===== src/rtl/mul_seq_pkg.sv =====
// Shared types for the multiplier operand sequencer: FSM states, default
// sizing, and which operand each state drives onto the multiplier bus.
package mul_seq_pkg;

    localparam int DEF_WIDTH    = 16;
    localparam int DEF_MAX_WAIT = 70000;

    typedef enum logic [2:0] {
        S_IDLE,
        S_START,
        S_LOAD_A,
        S_LOAD_B,
        S_WAIT,
        S_RESULT
    } state_t;

    typedef enum logic [1:0] {
        SEL_ZERO,
        SEL_A,
        SEL_B
    } data_sel_t;

    function automatic data_sel_t data_sel(state_t s);
        case (s)
            S_START, S_LOAD_A: return SEL_A;
            S_LOAD_B, S_WAIT:  return SEL_B;
            default:           return SEL_ZERO;
        endcase
    endfunction

endpackage


===== src/rtl/mul_operand_sequencer_wdog.sv =====
// Watchdog for the WAIT state: cleared just before WAIT is entered, counts
// once per WAIT cycle, and flags the last permitted cycle.
module mul_wdog
    import mul_seq_pkg::*;
#(
    parameter int MAX_WAIT = DEF_MAX_WAIT
) (
    input  logic clk,
    input  logic rst,
    input  logic clr,
    input  logic en,
    output logic expired
);

    localparam int CW = (MAX_WAIT > 1) ? $clog2(MAX_WAIT) : 1;
    localparam logic [CW-1:0] LAST = CW'(MAX_WAIT - 1);

    logic [CW-1:0] count;

    always_ff @(posedge clk or posedge rst) begin
        if (rst)
            count <= '0;
        else if (clr)
            count <= '0;
        else if (en && !expired)
            count <= count + CW'(1);
    end

    assign expired = (count == LAST);

endmodule


===== src/rtl/mul_operand_sequencer.sv =====
// Feeds an operand pair to the shared-bus shift/add multiplier (start, A, B),
// waits for done under a watchdog, and hands the product downstream.
module mul_operand_sequencer
    import mul_seq_pkg::*;
#(
    parameter int WIDTH    = DEF_WIDTH,
    parameter int MAX_WAIT = DEF_MAX_WAIT
) (
    input  logic             clk,
    input  logic             rst,
    input  logic             in_valid,
    output logic             in_ready,
    input  logic [WIDTH-1:0] a_in,
    input  logic [WIDTH-1:0] b_in,
    output logic             mul_start,
    output logic [WIDTH-1:0] mul_data,
    input  logic             mul_done,
    input  logic [WIDTH-1:0] mul_product,
    output logic             mul_clr,
    output logic             res_valid,
    input  logic             res_ready,
    output logic [WIDTH-1:0] res_data,
    output logic             res_err
);

    state_t           state, state_n;
    logic [WIDTH-1:0] a_q, b_q;
    logic [WIDTH-1:0] op_a, op_b;
    logic             accept, zero_op, expired;

    assign in_ready = (state == S_IDLE);
    assign accept   = in_ready && in_valid;
    assign zero_op  = (a_in == '0) || (b_in == '0);

    // On the accept edge the operand registers are not loaded yet, so the
    // first bus value comes straight from the input port.
    assign op_a = (state == S_IDLE) ? a_in : a_q;
    assign op_b = (state == S_IDLE) ? b_in : b_q;

    mul_wdog #(.MAX_WAIT(MAX_WAIT)) u_wdog (
        .clk     (clk),
        .rst     (rst),
        .clr     (state == S_LOAD_B),
        .en      (state == S_WAIT),
        .expired (expired)
    );

    always_ff @(posedge clk or posedge rst) begin
        if (rst)
            state <= S_IDLE;
        else
            state <= state_n;
    end

    always_comb begin
        state_n = state;
        case (state)
            S_IDLE:   if (accept) state_n = zero_op ? S_RESULT : S_START;
            S_START:  state_n = S_LOAD_A;
            S_LOAD_A: state_n = S_LOAD_B;
            S_LOAD_B: state_n = S_WAIT;
            S_WAIT:   if (mul_done || expired) state_n = S_RESULT;
            S_RESULT: if (res_ready) state_n = S_IDLE;
            default:  state_n = S_IDLE;
        endcase
    end

    // Outputs are registered from the next state so they line up with it.
    always_ff @(posedge clk or posedge rst) begin
        if (rst) begin
            mul_start <= 1'b0;
            mul_clr   <= 1'b0;
            res_valid <= 1'b0;
            mul_data  <= '0;
            res_data  <= '0;
            res_err   <= 1'b0;
            a_q       <= '0;
            b_q       <= '0;
        end else begin
            mul_start <= (state_n == S_START);
            mul_clr   <= (state == S_WAIT) && (state_n == S_RESULT);
            res_valid <= (state_n == S_RESULT);
            case (data_sel(state_n))
                SEL_A:   mul_data <= op_a;
                SEL_B:   mul_data <= op_b;
                default: mul_data <= '0;
            endcase
            if (accept) begin
                a_q <= a_in;
                b_q <= b_in;
                if (zero_op) begin
                    res_data <= '0;
                    res_err  <= 1'b0;
                end
            end
            // Done takes priority over a coincident timeout.
            if (state == S_WAIT) begin
                if (mul_done) begin
                    res_data <= mul_product;
                    res_err  <= 1'b0;
                end else if (expired) begin
                    res_data <= '0;
                    res_err  <= 1'b1;
                end
            end
        end
    end

endmodule


===== config.mk =====
export PLATFORM = sky130hd
export DESIGN_NAME = mul_operand_sequencer
export DESIGN_NICKNAME = d
export VERILOG_FILES = /design/src/rtl/mul_seq_pkg.sv /design/src/rtl/mul_operand_sequencer_wdog.sv /design/src/rtl/mul_operand_sequencer.sv
export SDC_FILE = /design/constraint.sdc
export NUM_CORES = 1
export LEC_CHECK = 0
export CAP_MARGIN = 20
export CORE_MARGIN = 1.5
export CORE_UTILIZATION = 55
export DETAILED_ROUTE_END_ITERATION = 16
export PLACE_DENSITY = 0.87
export SLEW_MARGIN = 0
export SYNTH_ARGS = -nofsm -noshare
export SYNTH_HDL_FRONTEND = slang
export SYNTH_SLANG_ARGS = --single-unit

===== constraint.sdc =====
create_clock -name clk -period 5.1 [get_ports clk]
set_input_delay 1.02 -clock clk [delete_from_list [all_inputs] [get_ports clk]]
set_output_delay 1.02 -clock clk [all_outputs]
set_load 0.02 [all_outputs]

==> results of run 1 <==
cell type report:
type                       instances  area [um^2]
clock inverter                     7          120
clock buffer                       9          124
tap                               99          124
timing repair buffer              92          913
multi-input combinational        226         1830
fill                             497         1960
inverter                           6         23.8
sequential                        88         2200
state kept, by name (all words and copies together) (netlist names):
name / cells
mul_start: 1
b_q: 16
state: 3
res_data: 16
a_q: 16
u_wdog.count: 17
mul_data: 16
res_err: 1
res_valid: 1
mul_clr: 1
worst max-delay path, stage by stage (launching register included):
cell	delay (ns)
dfrtp_1	0.57
nor3_4	0.25
buf_4	0.41
and2_1	0.20
buf_4	0.39
nand3_1	0.25
o21ai_0	0.22
ha_1	0.68
a22oi_1	0.19
nor2_1	0.17
metrics by stage:
step	hold WS, ns	power, uW
after floorplan	0.458	2020
after global placement	0.481	2380
after detailed placement	0.492	2450
after CTS	0.512	3050
after global routing	0.525	3190
final	0.510	3030
final timing paths:
path | startpoint | endpoint | slack (ns) | cells after the start
worst min-delay path | a_q[11] | a_q[11] | 0.51 | 1
max in group asynchronous | rst | u_wdog.count[7] | 2.98 | 3
worst max-delay path | state[1] | mul_data[6] | 1.65 | 9
worst max register to register | state[1] | mul_data[6] | 1.65 | 9
worst min register to register | a_q[11] | a_q[11] | 0.51 | 1
min in group asynchronous | rst | b_q[6] | 1.13 | 2
placed cells by master, fill, tap and decap left out, types with 5 or more instances in the layout:
cell type | Yosys | final
nor4_1 | 13 | 13
nor2_1 | 27 | 27
clkdlybuf4s50_1 | 0 | 89
mux2_2 | 64 | 64
dfrtp_1 | 88 | 88
clkbuf_8 | 0 | 9
mux2i_1 | 5 | 5
nand4_1 | 7 | 7
o21ai_0 | 6 | 6
nand3_1 | 8 | 8
a32o_1 | 16 | 16
o31ai_1 | 5 | 5
nand2_1 | 11 | 11
inv_1 | 6 | 5
a22oi_1 | 17 | 17
cells by family (layout without fill, tap and decap cells):
group,Yosys count,after routing,share of synthesized area (%)
DFF,88,88,52.6
and+or+nand+nor,87,87,11.5
muxes,69,69,18.4
AOI/OAI and AO/OA,60,60,11.4
buffers and inverters,31,114,3.82
xor gates and xnor gates,7,7,1.46
adders and majority gates,3,3,0.896
power by group through the flow:
stage | sequential [uW] | combinational, uW | clock, uW
finish | 1110 | 1340 | 583
global route | 1130 | 1440 | 616
CTS | 1110 | 1350 | 592
detailed placement | 1110 | 1330 | 0
global placement | 1090 | 1290 | 0
floorplan | 1180 | 845 | 0
per-layer routing:
metal	wire [um]	track usage (%)	vias up	share of wire (%)
li1	-	-	1447	-
met1	4240	33.9	1589	42
met2	5190	42.9	111	51
met3	601	6.90	15	5.9
met4	128	7.28	0	1.3
met5	0	0	-	0
==> results.toml, run 1 <==
[floorplanning]
placementRows = 31
die_area_mm2 = 0.00815
die_h_um = 90.3
io_pins = 90
start_util_pct = 57.4
core-area_mm2 = 0.00729
die_w_um = 90.3

[synth]
seq_area_frac_synth_pct = 52.6
synth-edff-count = 0
netlist_top_cells_area = "dfrtp_1, mux2_2, a32o_1"
yosysTopAreaCellShare_pct = 52.6
yosys_warnings = 0
synth_ff_type = "dfrtp_1"
synth_cell_types = 46
synth-seq-cells = 88
synthCells = 345
syn-cell-area_mm2 = 0.00419
synth_area_per_cell_um2 = 12.1
synthArstFlopShare_pct = 100
synth_nets = 401
yosysMostFrequentCell = "dfrtp_1"
yosysTopAreaCell = "dfrtp_1"
netlist_top_cells_count = "dfrtp_1, mux2_2, nor2_1, a22oi_1, a32o_1"

[critical_path]
crit_type = "reg2reg"
end_kind = "register"
critical_path_required_ns = 5.38
arrival_ns = 3.73
cp_max_fo = 34
setup.worst_path.start_class = "register"

[timing]
tightest_slew_ns = 0.887
relSlewSlack_pct = 40.9
period_share_pct = 67.7
rsz0062_at_grt = "false"
fin_skew_ns = 0.00955
finalWorstSetupSlack_ns = 1.65
drv_slew = 0
setup_viol = 0
finalHoldViolations = 0
min_period_ns = 3.45
tns_ns = 0
clock.fmax_mhz = 290

[cts]
cts_resized = 0
post_cts_buffers = 0
cts_buffers = 9
clockBufferDepth = 2
cts_htree_levels = 3
cts-hold-fix-buffers = 0
clk_pin_slew_ns = 0.09
cts_tree = "built"
cts-root-buf = "clkbuf_8"
clock_sink_count = 88
clk_latency_ns = 0.36

[hold_path]
hp-class = "reg2reg"

[routing]
viasPerCell = 6.00
drt-initial-drc-count = 155
wl_mm = 10.2
ant_nets = 0
wl_per_cell_um = 19.3
num_vias = 3162
dr.pass1.iters = 4
drc = 0

[grt]
grt_pass1_vias = 3303
grt_pass1_wl_mm = 16.7
antenna_found_initial = 0
grt-ovfl-total = 0
track_usage_pct = 26.0
grt_max_degree = 53

[pwr]
power.internal_uw = 1970
swShare_pct = 35.1
p_per_area_mw_per_mm2 = 569
comb_power_share_pct = 44.3
ir_worst_vdd_v = 0.000316
p_sw_uw = 1060
cellLeakagePower_uw = 0.00219
clkPwrFrac_pct = 19.2
pwr-share-seq_pct = 36.5

[placement]
dp_hpwl_mm = 6.81
io_buffers = 89
postPlaceCellArea_mm2 = 0.00509
gp_congestion = 0.823
dp.cells = 511
place_ws_ns = 1.56

[status]
status = "finished, final reports clean"

[final_layout]
postLayoutCoreUtil_pct = 73.1
postLayoutCellArea_mm2 = 0.00533
n_antenna_cell = 0
area_delta_synth_final_pct = 27.3
layoutNonFillerInstCount = 527
drive_gt1_share_pct = 21.3
fin_nets = 479

[run]
drv_cap = 0
Power figures use the tool's default switching activity.
==> run 2, diff against run 1 <==
CORE_UTILIZATION = 51   (was 55)
PLACE_DENSITY = 0.81   (was 0.87)
clock period = 3.6 ns   (was 5.1 ns; I/O delays follow)
==> results.toml, run 2 (same netlist as run 1, synthesis figures left out) <==
[pwr]
power_uw = 4130
pwr-share-seq_pct = 37.6
power.internal_uw = 2690
clkPwrFrac_pct = 16.7
cellLeakagePower_uw = 0.00219
p_per_area_mw_per_mm2 = 777
ir_worst_vdd_v = 0.000376
comb_power_share_pct = 45.7
p_sw_uw = 1440
swShare_pct = 35.0

[routing]
wl_mm = 9.63
ant_nets = 0
wl_per_cell_um = 18.1
dr.pass1.iters = 4
num_vias = 3122
viasPerCell = 5.88
drt-initial-drc-count = 116
drc = 0

[timing]
clock.fmax_mhz = 337
rsz0062_at_grt = "false"
fin_skew_ns = 0.0104
drv_slew = 0
hold_ws_ns = 0.511
relSlewSlack_pct = 46.2
setup_viol = 0
period_share_pct = 82.5
tightest_slew_ns = 0.806
tns_ns = 0
min_period_ns = 2.97
finalHoldViolations = 0

[critical_path]
critical_path_required_ns = 2.88
setup.worst_path.start_class = "register"
startpoint = "state[1]"
worst_path_largest_cell_delay_ns = 0.69
reg2reg_depth = 9
cp_top_family = "buffers and inverters"
crit_type = "reg2out"
r2r-start = "state[1]"
crit_path_cell_trace = "nor3_4, buf_4, clkdlybuf4s50_1"
cp_max_fo = 34
crit_slowest_cell = "clkdlybuf4s50_1"
cp_num_buf_inv = 2
crit_cells = 3
crit_end = "in_ready"
end_kind = "output pin"
ff2ff_setup_slack_ns = 0.76
arrival_ns = 2.25
rr_endpoint = "mul_data[2]"

[final_layout]
area_delta_synth_final_pct = 27.1
drive_gt1_share_pct = 21.4
largest_register = "u_wdog.count"
postLayoutCoreUtil_pct = 67.8
n_antenna_cell = 0
mostFrequentLayoutCells = "clkdlybuf4s50_1, dfrtp_1, mux2_2"
largest_register_ffs = 17
fin_nets = 482
final_common_cell = "clkdlybuf4s50_1"

[floorplanning]
die_area_mm2 = 0.00876
die_w_um = 93.6
placementRows = 32
core-area_mm2 = 0.00785
io_pins = 90
start_util_pct = 53.4
die_h_um = 93.6

[grt]
grt_max_degree = 48
grt_pass1_vias = 3164
grt_pass1_wl_mm = 16.0
antenna_found_initial = 0
track_usage_pct = 23.9
grt-ovfl-total = 0

[cts]
post_cts_buffers = 0
clk_latency_ns = 0.36
cts_resized = 0
cts_buffers = 9
cts_htree_levels = 3
cts-root-buf = "clkbuf_8"
clockBufferDepth = 2
cts_tree = "built"
cts-hold-fix-buffers = 0
clk_pin_slew_ns = 0.09
clock_sink_count = 88

[placement]
io_buffers = 89
dp_hpwl_mm = 6.75
gp_congestion = 0.797

[hold_path]
hp-class = "reg2reg"
whs_path_depth = 1

[run]
drv_cap = 0

[status]
status = "finished, final reports clean"
## run 2: changes by cell type in the layout (fill, tap and decap cells not counted)
| cell | change |
|---|---|
| buf_4 | +2 |
| bufinv_16 | -2 |
| clkbuf_8 | +2 |
| clkinv_4 | -2 |
| buf_12 | +1 |
## run 2: metal layers
metal	global-route usage (%)	wire length (um)	vias up
met1	33.3	4360	1558
li1	-	-	1443
met2	37.5	4610	101
met5	0	0	-
met3	3.90	450	20
met4	9.58	211	0
## run 2: worst min-delay path by stage
stage | start | end | slack (ns)
final | b_q[4] | b_q[4] | 0.51
after global routing | a_q[7] | a_q[7] | 0.53
after CTS | a_q[10] | a_q[10] | 0.51
after detailed placement | b_q[7] | b_q[7] | 0.49
after global placement | u_wdog.count[3] | u_wdog.count[3] | 0.48
after floorplan | u_wdog.count[3] | u_wdog.count[3] | 0.46
## run 2: final cells by class
cell class | count | area [um^2]
fillers | 604 | 2530
flip-flops and latches | 88 | 2200
multi-input cells | 226 | 1830
repair buffers | 95 | 948
clock buffers | 11 | 151
well taps | 102 | 128
clock inverters | 3 | 42.5
inverters | 6 | 23.8
## run 2: worst reg2reg max path, delay by kind of cell (launching register included)
| kind | cells | cell delay, ns |
|---|---|---|
| flops | 1 | 0.54 |
| simple gates | 4 | 0.72 |
| compound gates | 2 | 0.31 |
| buf+inv | 2 | 0.64 |
| fa+ha+maj | 1 | 0.58 |
## run 2: per-stage QoR
| step | cell area, um^2 | instances | setup WS [ns] |
|---|---|---|---|
| after global routing | 5320 | 531 | 0.492 |
| after floorplan | 4190 | 345 | 0.601 |
| after global placement | 5130 | 517 | 0.548 |
| final | 5320 | 531 | 0.630 |
| after detailed placement | 5130 | 517 | 0.496 |
| after CTS | 5320 | 531 | 0.618 |
## run 2: power by group through the flow
stage	registers (uW)	clock network, uW	logic [uW]
after floorplan	1670	0	1200
after global placement	1550	0	1850
after detailed placement	1570	0	1890
after CTS	1560	699	1900
after global routing	1600	749	2040
final	1550	690	1890
==> variant 1, RTL diff (settings of run 2) <==
Encoding of `state_t`: now one-hot (6 bits for 6 states).
--- a/src/rtl/mul_seq_pkg.sv
+++ b/src/rtl/mul_seq_pkg.sv
@@ -5,13 +5,13 @@
     localparam int DEF_WIDTH    = 16;
     localparam int DEF_MAX_WAIT = 70000;
 
-    typedef enum logic [2:0] {
-        S_IDLE,
-        S_START,
-        S_LOAD_A,
-        S_LOAD_B,
-        S_WAIT,
-        S_RESULT
+    typedef enum logic [5:0] {
+        S_IDLE   = 6'b000001,
+        S_START  = 6'b000010,
+        S_LOAD_A = 6'b000100,
+        S_LOAD_B = 6'b001000,
+        S_WAIT   = 6'b010000,
+        S_RESULT = 6'b100000
     } state_t;
 
     typedef enum logic [1:0] {
Check against the original RTL: same outputs for any inputs over 10 cycles, from zero or initial values and one cycle with rst high; not proved beyond that.
==> variant 1 against run 2 <==
Cell count grew 14%; area after synthesis grew 6.0%; clock skew is essentially flat; via count grew 19%; sequential cell count grew 3; setup slack lost 0.32 ns; fmax shrank 9.6%; total power shrank 6.9%; synthesized cell count grew 21%; final area grew 6.1%; sequential power shrank 5%; critical path depth grew 3; routed wire length grew 15%; critical endpoint is now mul_data[2]; largest cell class unchanged.
==> variant 1: results (changes against run 2) <==
outcome:
  status: "finished clean"  # unchanged
power_and_ir_drop:
  irDropWorstVdd_mv: 0.3665  # was 0.3765 mV
  flop_pwr_share_pct: 38.6  # was 37.6%
  share_clk_of_total_power_pct: 21.4  # was 16.7%
  leakage_nw: 2.355  # was 2.187 nW
  powerSeq_w: 0.00148  # was 0.00155 W
  switching_share_pct: 34.12  # was 34.95%
synthesis:
  synth_adder_area_share_pct: 0.8455  # was 0.8963%
  synth_cell_type_count: 47  # was 46
  syn-mean-instance-area_um2: 10.65  # was 12.14 um^2
  synthXorXnorAreaFrac_pct: 0.7892  # was 1.464%
  post_synth_main_area_contributors: "dfrtp_1 (51%), mux2_2 (8.1%), a21boi_0 (5.4%)"  # was dfrtp_1 (53%), mux2_2 (17%), a32o_1 (3.8%)
  synthMuxAreaShare_pct: 8.117  # was 18.40%
  synth_compound_gate_area_share_pct: 19.05  # was 11.35%
  yosys-top-cells-count: "dfrtp_1 (90), o21ai_0 (41), and3_1 (33), a21boi_0 (32), mux2_2 (32)"  # was dfrtp_1 (88), mux2_2 (64), nor2_1 (27), a22oi_1 (17), a32o_1 (16)
setup_path:
  cpPeakStageDelay_ns: 0.75  # was 0.69 ns
  path_max_fanout: 16  # was 34
  crit_path_end: "mul_data[2]"  # was in_ready
  timing.critical_path.slowest_stage_cell: "or4b_2"  # was clkdlybuf4s50_1
  cp_top_family: "simple AND/OR/NAND/NOR gates"  # was buffers and inverters
  worst_r2r_path_depth: 6  # was 9
  worstPathArrival_ns: 3.50  # was 2.25 ns
grt:
  global_route.usage.met1_pct: 35.73  # was 33.26%
  globalRouteTotalUtil_pct: 25.63  # was 23.93%
  use_met2_pct: 38.97  # was 37.50%
  grt_use_met3_pct: 6.003  # was 3.902%
  grt_pass1_wl_um: 17910  # was 16010 um
  grt_pass1_vias: 3485  # was 3164
place:
  dp.cells: 587  # was 517
  dpl_worst_slack_ns: 0.2386  # was 0.4964 ns
  detailed_place.area_um2: 5410  # was 5127 um^2
  gp_congestion: 0.8484  # was 0.7967
  dp_hpwl_um: 7483  # was 6752 um
detailed_routing:
  avgRoutedWirePerCell_um: 18.35  # was 18.14 um
  detail_route.wirelength_um: 11070  # was 9631 um
  dr.first_iter.drc_count: 211  # was 116
  via_per_inst: 6.181  # was 5.879
sta:
  rel_slew_slack_pct: 50.34  # was 46.22%
  fin_ws_ns: 0.3139  # was 0.6302 ns
  skew_ns: 0.01013  # was 0.01038 ns
cells_and_area:
  filler_cell_count: 658  # was 604
[variant 1: layout make-up]
| cell class | instances | area, um^2 | share of cell area (%) |
|---|---|---|---|
| sequential | 91 | 2278 | 40.37 |
| multi-input combinational | 286 | 2009 | 35.60 |
| timing repair buffer | 96 | 955.9 | 16.94 |
| clock buffer | 12 | 135.1 | 2.394 |
| tap | 105 | 131.4 | 2.328 |
| clock inverter | 4 | 98.84 | 1.751 |
| inverter | 9 | 35.03 | 0.6207 |
[variant 1: how the worst min path moves through the flow]
stage                       start  endpoint  slack [ns]  cells after the start
after CTS                 a_q[13]   a_q[13]        0.51                      1
after detailed placement  b_q[11]   b_q[11]        0.49                      1
after floorplan            a_q[0]    a_q[0]        0.47                      1
after global routing      b_q[11]   b_q[11]        0.51                      1
after global placement    b_q[14]   b_q[14]        0.48                      1
final                     b_q[15]   b_q[15]        0.50                      1
[variant 1: routing by layer]
layer  wire length (um)  up-vias
li1                   -     1723
met1               4795     1847
met2               5355      138
met3                695       19
met4                222        0
met5                  0        -
==> variant 2, RTL diff (flow settings as in run 2) <==
Made on the original files. The package constant `DEF_WIDTH` goes from 16 to 24.
--- a/src/rtl/mul_seq_pkg.sv
+++ b/src/rtl/mul_seq_pkg.sv
@@ -2,7 +2,7 @@
 // sizing, and which operand each state drives onto the multiplier bus.
 package mul_seq_pkg;
 
-    localparam int DEF_WIDTH    = 16;
+    localparam int DEF_WIDTH    = 24;
     localparam int DEF_MAX_WAIT = 70000;
 
     typedef enum logic [2:0] {
Interface: changed (5 resized); port bits go from 90 to 130. The function was not compared with the original's and may differ.
==> variant 2 against run 2 <==
Area after synthesis grew 31%; total power grew 58%; sequential share of layout area shrank 1.2 points; non-clock buffer count grew 45; sequential cell count grew 32; first-iteration DRC count grew 61%; routed wire length grew 40%; setup slack gained 0.046 ns; final area grew 40%; largest cell class unchanged; largest power group unchanged; highest routed layer unchanged.
==> variant 2: results (changes against run 2) <==
cts:
  cts.clk_slew.worst_paths_ns: 0.06  # was 0.09 ns
  clock_network_latency_to_the_later_pin_of_the_worst_skew_pair_ns: 0.51  # was 0.36 ns
  clockBufferDepth: 2  # unchanged
  cts.htree.levels: 4  # was 3
  cts_inserted_buffers: 17  # was 9
  cts.repair.resized: 0  # unchanged
  clockRootBuffer: "clkbuf_8"  # unchanged
  setup_buffers_after_cts: 0  # unchanged
setup_path:
  path_max_fanout: 24  # was 34
  timing.critical_path.slowest_stage_cell: "nor4_1"  # was clkdlybuf4s50_1
  reg2reg_slack_ns: 0.94  # was 0.76 ns
  cp_top_family: "simple AND/OR/NAND/NOR gates"  # was buffers and inverters
  worstPathArrival_ns: 3.31  # was 2.25 ns
  cpPeakStageDelay_ns: 0.48  # was 0.69 ns
detailed_routing:
  detail_route.wirelength_um: 13520  # was 9631 um
  dr.first_iter.drc_count: 187  # was 116
  drt_pass1_iterations: 4  # unchanged
  dr_total_vias: 4137  # was 3122
  avgRoutedWirePerCell_um: 18.69  # was 18.14 um
grt:
  grt_antenna_before_repair: 0  # unchanged
  globalRouteTotalUtil_pct: 24.58  # was 23.93%
  grt_pass1_vias: 4226  # was 3164
  grt_pass1_wl_um: 21390  # was 16010 um
  grt_start_max_net_pins: 48  # unchanged
cells_and_area:
  design.final.nets: 655  # was 482
  layout-drive-gt1-share_pct: 24.70  # was 21.45%
  antenna_cells_inserted: 0  # unchanged
synthesis:
  async_s_r_ff_share_synth_pct: 100.0  # unchanged
  synth_sequential_area_ratio_pct: 54.71  # was 52.58%
  yosysWarnings: 0  # unchanged
  synth_cell_type_count: 42  # was 46
  post_synth_main_area_contributors: "dfrtp_1 (55%), mux2_2 (20%), a22o_1 (3.8%)"  # was dfrtp_1 (53%), mux2_2 (17%), a32o_1 (3.8%)
  synth_nets: 523  # was 401
  yosys-top-cells-count: "dfrtp_1 (120), mux2_2 (96), nor2_1 (36), a22oi_1 (25), a22o_1 (24)"  # was dfrtp_1 (88), mux2_2 (64), nor2_1 (27), a22oi_1 (17), a32o_1 (16)
sta:
  fin_crit_sh_pct: 81.21  # was 82.50%
  skew_ns: 0.009516  # was 0.01038 ns
  worst-slew-pin-transition_ns: 0.7301  # was 0.8058 ns
place:
  dpl_worst_slack_ns: 0.1454  # was 0.4964 ns
  gp_congestion: 0.8533  # was 0.7967
  dp_hpwl_um: 9140  # was 6752 um
  io_buffers: 129  # was 89
outcome:
  status: "finished clean"  # unchanged
power_and_ir_drop:
  irDropWorstVdd_mv: 0.4866  # was 0.3765 mV
  leakage_nw: 3.187  # was 2.187 nW
worst_hold_path:
  hold_class: "flip-flop to flip-flop"  # unchanged
variant 2: worst paths after layout:
path                                  from           end  cells after the start
setup / recovery                   a_in[4]  mul_data[19]                     10
hold / removal                 res_data[2]   res_data[2]                      1
setup reg to reg           u_wdog.count[0]  mul_data[19]                     10
hold reg to reg                res_data[2]   res_data[2]                      1
max in group asynchronous              rst       a_q[16]                      3
min in group asynchronous              rst       a_q[19]                      2
variant 2: layout make-up:
cell class	count	area (um^2)
Clock buffer	23	476.7
Clock inverter	8	47.55
Fill cell	712	2900
Inverter	7	30.03
Multi-Input combinational cell	289	2331
Sequential cell	120	3003
Tap cell	136	170.2
Timing Repair Buffer	140	1411
variant 2: layer usage:
layer  up-vias  GRT usage (%)  wire, um
met3        27          7.903       962
met4         0          8.381       292
met5         -              0         0
met2       156          40.38      6448
met1      2048          30.68      5813
li1       1906              -         -
variant 2: kinds of logic (layout without fill, tap and decap cells):
logic type                 after synthesis  in the layout  synth area share [%]
DFF                                    120            120                 54.71
and+or+nand+nor                        107            107                 10.37
muxes                                   96             96                 19.69
AOI/OAI and AO/OA                       75             75                 10.44
buffers and inverters                   34            178                 2.827
xor gates and xnor gates                 8              8                 1.277
adders and majority gates                3              3                0.6839
variant 2: through the flow:
step	hold WS [ns]	area (um^2)	std cells	power, W
after CTS	0.5006	7470	723	0.006521
final	0.4959	7470	723	0.006512
after global placement	0.4824	6945	692	0.004903
after detailed placement	0.4824	6945	692	0.005012
after floorplan	0.4754	5493	443	0.004069
after global routing	0.5072	7470	723	0.006879
variant 2: power breakdown:
group	internal, W	switching [W]
Clock	0.000906	0.000569
Sequential	0.00185	0.000268
Combinational	0.00147	0.00145
